### src/rtl/lab2_mem_sched.sv
// lab2_mem_sched: round-robin scheduler for two clients that turns whole write/read
// transactions into the save_data / write_en / show_reg strobe sequence of the Lab 2 datapath.
module lab2_mem_sched #(
  parameter int DW = 8
) (
  input  logic            clk,
  input  logic            rst,
  input  logic [1:0]      req,
  input  logic [1:0]      we,
  input  logic [2*DW-1:0] addr,
  input  logic [2*DW-1:0] wdata,
  output logic [1:0]      ack,
  output logic [DW-1:0]   rdata,
  output logic            busy,
  output logic            grant_id,
  output logic            dp_save_data,
  output logic            dp_write_en,
  output logic            dp_show_reg,
  output logic [DW-1:0]   dp_d_in,
  input  logic [DW-1:0]   dp_d_out
);
  typedef enum logic [2:0] {IDLE, LOAD, COMMIT, SHOW, DONE} state_t;
  state_t state;
  logic rr;
  logic win;
  logic [DW-1:0] addr_q;
  assign win = &req ? rr : req[1];
  // strobes are loaded on the edge entering each state so they are stable for the whole cycle
  always_ff @(posedge clk or negedge rst)
    if (!rst) begin
      state <= IDLE;
      ack <= '0;
      rdata <= '0;
      busy <= 1'b0;
      grant_id <= 1'b0;
      rr <= 1'b0;
      addr_q <= '0;
      dp_save_data <= 1'b0;
      dp_write_en <= 1'b0;
      dp_show_reg <= 1'b0;
      dp_d_in <= '0;
    end else begin
      ack <= '0;
      case (state)
        IDLE: if (|req) begin
          state <= we[win] ? LOAD : SHOW;
          busy <= 1'b1;
          grant_id <= win;
          rr <= ~win;
          addr_q <= addr[DW*win +: DW];
          dp_save_data <= we[win];
          dp_show_reg <= ~we[win];
          dp_d_in <= we[win] ? wdata[DW*win +: DW] : addr[DW*win +: DW];
        end
        LOAD: begin
          state <= COMMIT;
          dp_save_data <= 1'b0;
          dp_write_en <= 1'b1;
          dp_d_in <= addr_q;
        end
        COMMIT: begin
          state <= DONE;
          dp_write_en <= 1'b0;
          dp_d_in <= '0;
          ack[grant_id] <= 1'b1;
        end
        SHOW: begin
          state <= DONE;
          dp_show_reg <= 1'b0;
          dp_d_in <= '0;
          rdata <= dp_d_out;
          ack[grant_id] <= 1'b1;
        end
        default: begin
          state <= IDLE;
          busy <= 1'b0;
        end
      endcase
    end
endmodule

### config.mk
export PLATFORM = sky130hd
export DESIGN_NAME = lab2_mem_sched
export DESIGN_NICKNAME = d
export VERILOG_FILES = /design/src/rtl/lab2_mem_sched.sv
export SDC_FILE = /design/constraint.sdc
export NUM_CORES = 1
export LEC_CHECK = 0
export CAP_MARGIN = 5
export CORE_MARGIN = 10
export CORE_UTILIZATION = 45
export CTS_CLUSTER_DIAMETER = 80
export DETAILED_ROUTE_END_ITERATION = 7
export PLACE_DENSITY = 0.8
export SYNTH_ARGS = -nofsm -noshare
export SYNTH_HDL_FRONTEND = slang
export SYNTH_SLANG_ARGS = --single-unit
### constraint.sdc
create_clock -name clk -period 4.8 [get_ports clk]
set_clock_uncertainty 0.15 [all_clocks]
set_input_delay 0.48 -clock clk [delete_from_list [all_inputs] [get_ports clk]]
set_output_delay 0.48 -clock clk [all_outputs]
set_load 0.02 [all_outputs]
==> results.cfg, run 1 <==
[placement]
dp_slack_ps = 2126
port-buffer-count = 68
dpl.hpwl_mm = 3.819
gp_congestion = 0.7720

[worst_setup_path]
path_cells = clkdlybuf4s50_1 -> o21ai_2 -> inv_1 -> o21ai_0 -> o21ba_2
cpMaxStageDelayCell = o21ai_2
cp_max_fo = 21
slowest_delay_ps = 860
cp.required_ps = 4830
worstSetupStartpointType = primary input
worstPathArrival_ps = 2400
path_class = primary input to register
cp-end-kind = register

[pwr]
pwr-share-seq_pct = 37.1
cellInternalPower_uw = 960.5
peakVddDrop_mv = 0.2937
pwr-share-comb_pct = 49.6
sw_frac_of_total_pct = 41.00
p_clk_share_pct = 13.2
p_per_area_mw_per_mm2 = 601.3
switchingPower_uw = 667.5
p_leak_nw = 1.187

[drt]
finalWirelength_mm = 5.098
firstDrtPassIters = 4
dr_wl_met2_mm = 2.206
ant_nets = 0
num_vias = 1633
via_per_inst = 5.372
drt-wirelength-per-cell_um = 16.77
wl_met1_mm = 2.371
drt_iter0_drc = 83
drt_drc_violations_left = 0
top_layer = met4
detailroute.wirelength.met3_um = 441

[job]
cap_violations = 0

[logic_synthesis]
synth_area_per_cell_um2 = 10.13
ys_seq_area_share_pct = 45.05
synth_area_mm2 = 0.001944
post_synth_fa_ha_maj_area_fraction_pct = 0
syn_inst = 192
synth_top_family_by_area = multiplexers
syn-num-nets = 238
synth_compound_area_share_pct = 15.06
synth-xor-area-share_pct = 0
ys_ff_latch = 35
synth.area.mux_share_pct = 22.59
synth.distinct_cells = 31
synth_simple_gate_area_share_pct = 11.78
ys.warnings.count = 0

[floorplanning]
num_rows = 23
core_area_mm2 = 0.004086
initial_core_util_pct = 47.58
die_w_um = 85.73
num_io_pins = 69
die_area_mm2 = 0.007350
dieHeight_um = 85.73

[sta]
worst-slew-pin-transition_ps = 991.1
drv_slew = 0
period_share_pct = 49.26
rsz0062_at_grt = false
post-route-min-period_ps = 2365
fin_ws_ps = 2435
relSlewSlack_pct = 33.92
hold_viol = 0
fmax_mhz = 422.9
finalSetupViolations = 0
tns_ps = 0

[layout]
reg.largest.list = addr_q: 8 flops, dp_d_in: 8 flops, rdata: 8 flops
finish.net_count = 300
multi_input_area_um2 = 964.7
utilization_pct = 66.26
diodes = 0
seqCellArea_um2 = 875.8
fillers = 332
drive_above_1_share_pct = 16.14
area_delta_synth_final_pct = 39.25

[global_route]
grt_pass1_wl_mm = 8.528
gr-usage-all-layers_pct = 14.41
grt_pass1_vias = 1723
grt_overflow_total = 0
grt_max_degree = 36
grt_antenna_before_repair = 0

[clock_tree]
clock_latency_ps = 290
cts_tree = done
post_cts_resize_count = 0
cts_setup_buffers = 0
cts-root-buf = clkbuf_8
cts_buffer_depth = 2
hold_buffers = 0
clk_pin_slew_ps = 70
htreeDepth = 2
cts_buffers = 5
cts_sinks = 35

[worst_hold_path]
worstHoldPathType = primary input to asynchronous set/reset pin

[run_status]
status = complete, no violations
==> kinds of logic after synthesis <==
family,Yosys count
buffers and inverters,24
DFF,35
AOI/OAI and AO/OA,44
and+or+nand+nor,48
muxes,41
==> layer usage <==
metal	up-vias	global-route usage (%)
li1	792	-
met1	758	18.16
met2	77	20.78
met3	6	6.433
met4	0	6.138
met5	-	0
==> critical path: cells and delay by family <==
kind | cells | cell delay, ps
buffers and inverters | 2 | 690
AO/OA/AOI/OAI | 3 | 1210
==> power by group through the flow <==
stage / sequential (mW) / clock (mW) / combinational [mW]
6_report: 0.605 / 0.215 / 0.808
5_1_grt: 0.629 / 0.239 / 0.894
4_1_cts: 0.604 / 0.220 / 0.819
2_1_floorplan: 0.639 / 0 / 0.465
3_3_place_gp: 0.602 / 0 / 0.796
3_5_place_dp: 0.610 / 0 / 0.817
==> metrics by stage <==
| step | cell area, um2 | power, mW | instances | hold slack [ps] |
|---|---|---|---|---|
| finish | 2708 | 1.628 | 304 | 113.5 |
| global route | 2708 | 1.762 | 304 | 154.8 |
| CTS | 2708 | 1.644 | 304 | 133.4 |
| detailed placement | 2620 | 1.427 | 297 | 313.7 |
| global placement | 2620 | 1.398 | 297 | 328.0 |
| floorplan | 1944 | 1.103 | 192 | 34.41 |
==> worst paths after layout <==
check | startpoint | end | slack, ps | cells past startpoint
min in group clk | grant_id | ack[0] | 320 | 1
worst min-delay path | rst | ack[1] | 110 | 1
max in group asynchronous | rst | dp_d_in[3] | 3910 | 1
worst max register to register | state[0] | dp_save_data | 2570 | 5
worst min register to register | grant_id | ack[0] | 320 | 1
worst max-delay path | req[1] | dp_save_data | 2440 | 5
==> cells in the final DEF (no fill, tap or decap), types with 2 or more instances in the layout <==
| cell | synthesis | routed |
|---|---|---|
| clkdlybuf4s50_1 | 0 | 67 |
| dfrtp_1 | 35 | 35 |
| mux2i_1 | 24 | 24 |
| nand2_1 | 18 | 18 |
| a21oi_1 | 17 | 17 |
| mux2_2 | 15 | 15 |
| nor2_1 | 13 | 13 |
| nor3_1 | 10 | 10 |
| inv_1 | 10 | 10 |
| o21ai_2 | 7 | 8 |
| o22ai_1 | 8 | 8 |
| clkbuf_8 | 0 | 6 |
| o21ai_0 | 5 | 4 |
| mux2_4 | 2 | 2 |
==> cell usage after synthesis <==
cell type  number  area share, %
dfrtp_1        35             45
mux2i_1        24             12
nand2_1        18            3.5
a21oi_1        17            4.4
mux2_2         15            8.7
nor2_1         13            2.5
inv_1          10            1.9
nor3_1         10            2.6
o22ai_1         8            2.6
o21ai_2         7            3.2
buf_2           5            1.3
clkbuf_1        5           0.97
o21ai_0         5            1.3
buf_1           2           0.39
mux2_4          2            1.5
a21oi_2         1           0.45
a31oi_1         1           0.32
and2_1          1           0.32
and2b_1         1           0.39
buf_8           1           0.77
inv_2           1           0.19
nand2_2         1           0.32
nand3_1         1           0.26
nor2b_1         1           0.32
nor3_2          1           0.51
nor4_4          1            1.1
o21ai_1         1           0.26
o21ai_4         1           0.84
o21ba_2         1           0.51
o41ai_1         1           0.45
o41ai_2         1           0.84
==> area by class of cell <==
type / count / area share, %
Sequential cell: 35 / 32.35
Multi-Input combinational cell: 133 / 35.63
Clock inverter: 1 / 0.1848
Inverter: 11 / 1.525
Clock buffer: 6 / 3.050
Tap cell: 50 / 2.311
Timing Repair Buffer: 68 / 24.95
(Power assumes the default switching activity.)
==> run 2, diff against run 1 <==
--- a/config.mk
+++ b/config.mk
@@ -7,10 +7,10 @@
 export LEC_CHECK = 0
 export CAP_MARGIN = 5
 export CORE_MARGIN = 10
-export CORE_UTILIZATION = 45
+export CORE_UTILIZATION = 40
 export CTS_CLUSTER_DIAMETER = 80
 export DETAILED_ROUTE_END_ITERATION = 7
-export PLACE_DENSITY = 0.8
+export PLACE_DENSITY = 0.75
 export SYNTH_ARGS = -nofsm -noshare
 export SYNTH_HDL_FRONTEND = slang
 export SYNTH_SLANG_ARGS = --single-unit
==> constraint.sdc (replaced) <==
create_clock -name clk -period 2 [get_ports clk]
set_clock_uncertainty 0.15 [all_clocks]
set_input_delay 0.2 -clock clk [delete_from_list [all_inputs] [get_ports clk]]
set_output_delay 0.2 -clock clk [all_outputs]
set_load 0.02 [all_outputs]
==> run 2 against run 1 <==
Effect of this change: sequential power grew 120%; final cell count grew 9.9%; sequential share of layout area shrank 2.1 points; power grew to 2.6 times the previous value; sequential cell count is the same; count of clock-buffer cells in the layout shrank 1; die area grew 9.5%; first-iteration DRC count shrank 24%; clock power grew to 3.6 times the previous value; wire length shrank 0.57%; via count grew 1.0%; non-clock buffer count grew 12.
==> results.cfg, run 2 (synthesis gave the netlist of run 1 again) <==
[worst_setup_path]
r2r_cells = 4
worstSetupStartpointType = register
path_class = register to register
slowest_delay_ps = 430
cpMaxStageDelayCell = dfrtp_1
worstPathArrival_ps = 1780
cp_max_fo = 11
cp-end-kind = register
cp.required_ps = 2060
path_cells = o21ai_4 -> buf_12 -> mux2_2 -> a21oi_1

[sta]
post-route-min-period_ps = 1715
relSlewSlack_pct = 48.72
drv_slew = 0
fmax_mhz = 582.9
period_share_pct = 85.77
tns_ps = 0
rsz0062_at_grt = false
worst-slew-pin-transition_ps = 769.2
finalSetupViolations = 0
hold_viol = 0

[clock_tree]
hold_buffers = 1
cts-root-buf = clkbuf_8
post_cts_resize_count = 0
cts_setup_buffers = 0
clock_latency_ps = 290
cts_buffers = 5
cts_tree = done
cts_buffer_depth = 2
clk_pin_slew_ps = 80
htreeDepth = 2
cts_sinks = 35

[drt]
top_layer = met4
drt-wirelength-per-cell_um = 15.18
detailroute.wirelength.met3_um = 313
num_vias = 1650
ant_nets = 0
dr_wl_met2_mm = 2.383
finalWirelength_mm = 5.069
wl_met1_mm = 2.325
via_per_inst = 4.940
firstDrtPassIters = 6
drt_drc_violations_left = 0
drt_iter0_drc = 63

[layout]
most-common-layout-cells = clkdlybuf4s50_1, dfrtp_1, mux2i_1
seqCellArea_um2 = 875.8
diodes = 0
area_delta_synth_final_pct = 48.91
multi_input_area_um2 = 964.7
reg.largest.list = addr_q: 8 flops, dp_d_in: 8 flops, rdata: 8 flops
drive_above_1_share_pct = 19.85
finish.net_count = 312
final_common_cell = clkdlybuf4s50_1
utilization_pct = 61.30
fillers = 412
instances_no_fill = 334

[placement]
dpl.hpwl_mm = 3.857
port-buffer-count = 68
place_inst = 325
gp_congestion = 0.7968

[floorplanning]
die_area_mm2 = 0.008050
die_w_um = 89.72
dieHeight_um = 89.72
core_area_mm2 = 0.004723
initial_core_util_pct = 41.17
num_rows = 25
num_io_pins = 69

[pwr]
peakVddDrop_mv = 0.5385
p_leak_nw = 1.273
p_total_mw = 4.310
p_per_area_mw_per_mm2 = 1489

[job]
cap_violations = 0

[global_route]
grt_pass1_vias = 1719
grt_max_degree = 36
gr-usage-all-layers_pct = 12.26
grt_antenna_before_repair = 0
grt_pass1_wl_mm = 8.342
grt_overflow_total = 0

[worst_hold_path]
whs_path_depth = 1
worstHoldPathType = register to register

[run_status]
status = complete, no violations
## run 2: per-layer routing
layer	vias up	track usage, %
met1	764	14.63
met5	-	0
met2	58	20.40
li1	822	-
met4	0	3.235
met3	6	4.239
## run 2: layout make-up
type | instances | area share [%]
Clock buffer | 5 | 2.377
Clock inverter | 3 | 2.334
Inverter | 11 | 1.426
Multi-Input combinational cell | 133 | 33.32
Sequential cell | 35 | 30.25
Tap cell | 67 | 2.895
Timing Repair Buffer | 80 | 27.40
## run 2: final timing paths
check	end	slack, ps	from
min in group asynchronous	dp_save_data	370	rst
min reg2reg	ack[0]	350	grant_id
max	dp_d_in[1]	280	rr
min	ack[0]	350	grant_id
max in group asynchronous	dp_d_in[3]	840	rst
max reg2reg	dp_d_in[1]	280	rr
## run 2: critical path, delay by kind of cell (launching register included)
family                 cells  cell delay [ps]
AO/OA/AOI/OAI              2              520
buffers and inverters      1              200
flip-flops                 1              430
multiplexers               1              340
## run 2: metrics by stage
step / setup WS [ps] / cell area [um2] / hold slack [ps]
finish: 284.5 / 2895 / 346.9
CTS: 273.6 / 2895 / 347.3
detailed placement: 10.59 / 2749 / 179.3
floorplan: 475.3 / 1944 / -245.6
global route: 190.4 / 2895 / 368.8
global placement: 35.90 / 2749 / 172.2
## run 2: where the power goes
part	leakage [nW]	switching, mW	internal (mW)	total [mW]
Clock	0.0644	0.269	0.497	0.766
Sequential	0.427	0.262	1.06	1.32
Combinational	0.783	1.13	1.09	2.22
